File: config.mk
export PLATFORM = sky130hd
export DESIGN_NAME = regfile_sb_flat
export DESIGN_NICKNAME = d
export VERILOG_FILES = /design/src/rtl/regfile_sb_if.sv /design/src/rtl/regfile_sb.sv /design/src/flat_wrapper.sv
export SDC_FILE = /design/constraint.sdc
export NUM_CORES = 2
export LEC_CHECK = 0
export CAP_MARGIN = 20
export CORE_ASPECT_RATIO = 1.5
export CORE_MARGIN = 5
export CORE_UTILIZATION = 57
export DETAILED_ROUTE_END_ITERATION = 12
export PLACE_DENSITY_LB_ADDON = 0.08
export SLEW_MARGIN = 20
export SYNTH_ARGS = -nofsm -noshare
export SYNTH_HDL_FRONTEND = slang
export SYNTH_SLANG_ARGS = --single-unit
File: constraint.sdc
create_clock -name clk -period 34.5 [get_ports clk]
set_input_delay 3.45 -clock clk [delete_from_list [all_inputs] [get_ports clk]]
set_output_delay 3.45 -clock clk [all_outputs]
set_load 0.02 [all_outputs]
File: src/rtl/regfile_sb_if.sv
// Bundle of writeback, read, issue and scoreboard signals between the pipeline and regfile_sb.
interface regfile_sb_if #(
  parameter int ADDR_W = 5,
  parameter int DATA_W = 32
);
  logic              we;
  logic [ADDR_W-1:0] waddr;
  logic [DATA_W-1:0] wdata;
  logic              re1;
  logic [ADDR_W-1:0] raddr1;
  logic [DATA_W-1:0] rdata1;
  logic              re2;
  logic [ADDR_W-1:0] raddr2;
  logic [DATA_W-1:0] rdata2;
  logic              iss_valid;
  logic [ADDR_W-1:0] iss_addr;
  logic              flush;
  logic              stall_req;
  logic [ADDR_W:0]   pend_cnt;

  modport master (
    output we, waddr, wdata, re1, raddr1, re2, raddr2, iss_valid, iss_addr, flush,
    input  rdata1, rdata2, stall_req, pend_cnt
  );

  modport slave (
    input  we, waddr, wdata, re1, raddr1, re2, raddr2, iss_valid, iss_addr, flush,
    output rdata1, rdata2, stall_req, pend_cnt
  );
endinterface

File: src/rtl/regfile_sb.sv
// 32-entry register file (r0 hardwired zero) with a write-pending scoreboard and read-hazard stall.
// Optional same-cycle writeback-to-read forwarding is enabled by defining REGFILE_BYPASS_EN.
module regfile_sb #(
  parameter int REG_NUM = 32,
  parameter int ADDR_W  = 5,
  parameter int DATA_W  = 32
) (
  input  logic         clk,
  input  logic         rst,
  regfile_sb_if.slave  bus
);

  logic [DATA_W-1:0]  r_regs [REG_NUM];
  logic [REG_NUM-1:0] r_pend;
  logic [ADDR_W:0]    r_pend_cnt;
  logic [REG_NUM-1:0] w_pend_nxt;
  logic               w_wr_en;
  logic               w_hit1;
  logic               w_hit2;
  logic               w_stall1;
  logic               w_stall2;

  function automatic logic [ADDR_W:0] f_popcnt(input logic [REG_NUM-1:0] v);
    logic [ADDR_W:0] c;
    c = '0;
    for (int i = 0; i < REG_NUM; i++) c = c + (ADDR_W+1)'(v[i]);
    return c;
  endfunction

  assign w_wr_en = bus.we && (bus.waddr != '0);

`ifdef REGFILE_BYPASS_EN
  assign w_hit1 = bus.we && (bus.waddr == bus.raddr1) && (bus.raddr1 != '0);
  assign w_hit2 = bus.we && (bus.waddr == bus.raddr2) && (bus.raddr2 != '0);
`else
  assign w_hit1 = 1'b0;
  assign w_hit2 = 1'b0;
`endif

  // Later rules override earlier ones: writeback clear, then issue set, then flush.
  always_comb begin
    w_pend_nxt = r_pend;
    if (w_wr_en) w_pend_nxt[bus.waddr] = 1'b0;
    if (bus.iss_valid && (bus.iss_addr != '0)) w_pend_nxt[bus.iss_addr] = 1'b1;
    if (bus.flush) w_pend_nxt = '0;
  end

  always_ff @(posedge clk or posedge rst) begin
    if (rst) begin
      r_pend     <= '0;
      r_pend_cnt <= '0;
    end else begin
      r_pend     <= w_pend_nxt;
      r_pend_cnt <= f_popcnt(w_pend_nxt);
    end
  end

  always_ff @(posedge clk or posedge rst) begin
    if (rst) begin
      for (int i = 0; i < REG_NUM; i++) r_regs[i] <= '0;
    end else if (w_wr_en) begin
      r_regs[bus.waddr] <= bus.wdata;
    end
  end

  // Reads and stall are gated by rst so outputs are zero while reset is held.
  assign bus.rdata1 = (rst || !bus.re1 || (bus.raddr1 == '0)) ? '0 :
                      (w_hit1 ? bus.wdata : r_regs[bus.raddr1]);
  assign bus.rdata2 = (rst || !bus.re2 || (bus.raddr2 == '0)) ? '0 :
                      (w_hit2 ? bus.wdata : r_regs[bus.raddr2]);

  assign w_stall1 = !rst && bus.re1 && (bus.raddr1 != '0) && r_pend[bus.raddr1] && !w_hit1;
  assign w_stall2 = !rst && bus.re2 && (bus.raddr2 != '0) && r_pend[bus.raddr2] && !w_hit2;

  assign bus.stall_req = w_stall1 || w_stall2;
  assign bus.pend_cnt  = r_pend_cnt;

endmodule

File: src/flat_wrapper.sv
// flat-port wrapper written by rule: the top's interface ports become plain ports
module regfile_sb_flat 
#(
  parameter int REG_NUM = 32,
  parameter int ADDR_W  = 5,
  parameter int DATA_W  = 32
)
  (clk, rst, bus_we, bus_waddr, bus_wdata, bus_re1, bus_raddr1, bus_re2, bus_raddr2, bus_iss_valid, bus_iss_addr, bus_flush, bus_rdata1, bus_rdata2, bus_stall_req, bus_pend_cnt);
  regfile_sb_if #(.ADDR_W(ADDR_W), .DATA_W(DATA_W)) bus_i ();
  input  logic clk;
  input  logic rst;
  input wire logic [$bits(bus_i.we)-1:0] bus_we;
  input wire logic [$bits(bus_i.waddr)-1:0] bus_waddr;
  input wire logic [$bits(bus_i.wdata)-1:0] bus_wdata;
  input wire logic [$bits(bus_i.re1)-1:0] bus_re1;
  input wire logic [$bits(bus_i.raddr1)-1:0] bus_raddr1;
  input wire logic [$bits(bus_i.re2)-1:0] bus_re2;
  input wire logic [$bits(bus_i.raddr2)-1:0] bus_raddr2;
  input wire logic [$bits(bus_i.iss_valid)-1:0] bus_iss_valid;
  input wire logic [$bits(bus_i.iss_addr)-1:0] bus_iss_addr;
  input wire logic [$bits(bus_i.flush)-1:0] bus_flush;
  output wire logic [$bits(bus_i.rdata1)-1:0] bus_rdata1;
  output wire logic [$bits(bus_i.rdata2)-1:0] bus_rdata2;
  output wire logic [$bits(bus_i.stall_req)-1:0] bus_stall_req;
  output wire logic [$bits(bus_i.pend_cnt)-1:0] bus_pend_cnt;
  assign bus_i.we = bus_we;
  assign bus_i.waddr = bus_waddr;
  assign bus_i.wdata = bus_wdata;
  assign bus_i.re1 = bus_re1;
  assign bus_i.raddr1 = bus_raddr1;
  assign bus_i.re2 = bus_re2;
  assign bus_i.raddr2 = bus_raddr2;
  assign bus_i.iss_valid = bus_iss_valid;
  assign bus_i.iss_addr = bus_iss_addr;
  assign bus_i.flush = bus_flush;
  assign bus_rdata1 = bus_i.rdata1;
  assign bus_rdata2 = bus_i.rdata2;
  assign bus_stall_req = bus_i.stall_req;
  assign bus_pend_cnt = bus_i.pend_cnt;
  regfile_sb #(.REG_NUM(REG_NUM), .ADDR_W(ADDR_W), .DATA_W(DATA_W)) u_core (.clk(clk), .rst(rst), .bus(bus_i));
endmodule
==> results.json <==
{
  "outcome": "completed",
  "final-hold-violation-count": 0,
  "netlist_area_um2": 58000,
  "synth_area_per_cell_um2": 13.6,
  "synth.distinct_cells": 49,
  "area_delta_synth_final_pct": 9.40,
  "layout.nets": 4201,
  "finalInstanceArea_um2": 63400,
  "io_pins": 130,
  "drt_pass1_iterations": 7,
  "ctsHoldBuffers": 0,
  "power.total_mw": 3.60,
  "ant_nets": 0,
  "grt_max_degree": 150,
  "internal-power_mw": 2.61,
  "pwr_density_cell_nw_per_um2": 56.8,
  "finalClockSkew_ps": 5.84,
  "synth_seq_area_share_pct": 45.8,
  "coreArea_um2": 101000,
  "grt_first_pass_wirelength_mm": 262,
  "p_clk_share_pct": 35.1,
  "clock_path_buffers": 3,
  "hp-class": "reg2reg",
  "crit_type": "in2out",
  "initialDrtViolationCount": 3981,
  "gp_congestion": 0.821,
  "p_seq_share_pct": 45.6,
  "critPathRequiredTime_ps": 31050,
  "ys_top_cells_by_area": "dfrtp_1 46%, mux2_2 19%, mux4_2 11%",
  "routed_wl_mm": 175,
  "fill_cells": 7730,
  "clk_latency_ps": 710,
  "synth_flop_cell": "dfrtp_1",
  "worstPathMaxFanout": 66,
  "crit_arrival_ps": 7910,
  "max_slew_margin_pct": 24.9,
  "synth-edff-count": 0,
  "placed_cells": 5305,
  "initial_core_util_pct": 57.4,
  "clkTransAtPathRegs_ps": 60,
  "grt-ovfl-total": 0,
  "synthCells": 4260,
  "cts-buffers-inserted": 107,
  "place_area_um2": 59600,
  "tightest_slew_ps": 1120,
  "drc": 0,
  "netlist.top_cell.by_area": "dfrtp_1",
  "post-place-ws_ps": 23160,
  "grt_use_total_pct": 31.9,
  "io_buffers": 129,
  "route.vias.total": 38700,
  "yosysWarnings": 0,
  "ir_drop_v": 0.0000463,
  "die_area_um2": 108000,
  "final_cells": 5510,
  "async_flop_share_pct": 100,
  "die_y_um": 401,
  "htreeDepth": 3,
  "fp.dieW_um": 270,
  "final_max_slew_viol_count": 0,
  "cts-resized-gates": 0,
  "viasPerCell": 7.02,
  "cts_setup_buffers": 0,
  "swShare_pct": 27.5,
  "layout_common_cells": "1062 x dfrtp_1, 983 x mux2_2, 498 x mux2i_1, 282 x mux4_2, 249 x a221oi_1",
  "power.leakage_nw": 27.9,
  "yosysTopAreaCellShare_pct": 45.8,
  "num_rows": 143,
  "cts_tree": "yes",
  "grt_pass1_vias": 40200,
  "hold_ws_ps": 403,
  "rsz0062_at_grt": "no",
  "post_drt_wl_per_cell_um": 31.8,
  "comb_power_share_pct": 19.3,
  "final_common_cell": "dfrtp_1",
  "fin_crit_ps": 11360,
  "antenna_found_initial": 5,
  "cts_sinks": 1062,
  "fin_crit_sh_pct": 32.9,
  "final_util_pct": 62.7,
  "ys_ff_latch": 1062,
  "fmax_mhz": 88.0,
  "switchingPower_mw": 0.993,
  "root_buffer": "clkbuf_16",
  "place_hpwl_mm": 89.8,
  "cap_violations": 0,
  "setup_viol": 0,
  "setup_tns_ps": 0,
  "endpoint_kind": "output port",
  "synth_nets": 4351,
  "startpoint_type": "input port",
  "fin_ws_ps": 23140,
  "drive_gt1_share_pct": 37.6
}
critical path: stages:
cell	delay [ps]
buf_8	540
buf_4	950
buf_4	910
mux2i_1	180
a221oi_1	390
nor2_1	80
o21ai_0	360
a22o_1	230
clkdlybuf4s50_1	620
worst paths after layout:
kind	from	slack, ps	endpoint	cells past startpoint
worst max register to register	u_core.r_pend[1]	29160	u_core.bus.pend_cnt[4]	16
worst min-delay path	u_core.r_regs[1015]	400	u_core.r_regs[1015]	0
min in group asynchronous	rst	3490	u_core.r_regs[608]	2
max in group asynchronous	rst	27330	u_core.r_regs[847]	6
worst min register to register	u_core.r_regs[1015]	400	u_core.r_regs[1015]	0
worst max-delay path	bus_raddr2[0]	23140	bus_rdata2[22]	9
Yosys cell counts, types with 9 or more instances:
library cell and number:
dfrtp_1 1062, o21ai_1 9, inv_1 35, fa_1 24, nand3_1 12, a22oi_1 132, nor2_1 156, mux2_1 11
nand2b_1 11, a21oi_1 12, clkbuf_1 249, nand2_1 41, mux2_2 983, o21ai_0 126, buf_2 128, a221oi_1 249
buf_1 15, mux4_2 282, a21o_1 24, buf_4 62, a22o_1 64, mux2i_1 498, nor2b_1 14
power groups by stage:
stage / Clock [mW] / Combinational [mW] / Sequential, mW
floorplan: 0 / 0.559 / 1.61
global placement: 0 / 0.682 / 1.64
detailed placement: 0 / 0.697 / 1.66
CTS: 1.28 / 0.698 / 1.63
global route: 1.33 / 0.755 / 1.67
finish: 1.26 / 0.697 / 1.64
cell families after synthesis:
family / count (synthesis) / share of synthesized area, %
buf+inv: 500 / 4.06
simple gates: 263 / 2.03
xor+xnor: 3 / 0.0453
compound gates: 626 / 8.17
mux: 1774 / 38.9
flops: 1062 / 45.8
fa+ha+maj: 32 / 1.00
registers in the layout, indices dropped and copies added (netlist names):
| name | count |
|---|---|
| u_core.r_pend | 32 |
| u_core.r_regs | 1024 |
| u_core.bus.pend_cnt | 6 |
area by class of cell:
cell class              count  area (um2)  share of cell area (%)
multi-input cells        2698       29300                    46.2
flip-flops and latches   1062       26600                    41.9
clock buffers             144        3060                    4.82
repair buffers            205        1930                    3.04
well taps                1305        1630                    2.57
clock inverters            55         743                    1.17
inverters                  36         148                   0.233
diodes                      5        12.5                  0.0197
per-layer routing:
layer | vias to the layer above | global-route usage [%] | share of wire [%]
met5 | - | 0 | 0
met1 | 20700 | 41.9 | 40
met4 | 0 | 12.2 | 4.1
met3 | 398 | 4.36 | 5.9
li1 | 16100 | - | -
met2 | 1492 | 54.4 | 50
Power figures use the tool's default switching activity.
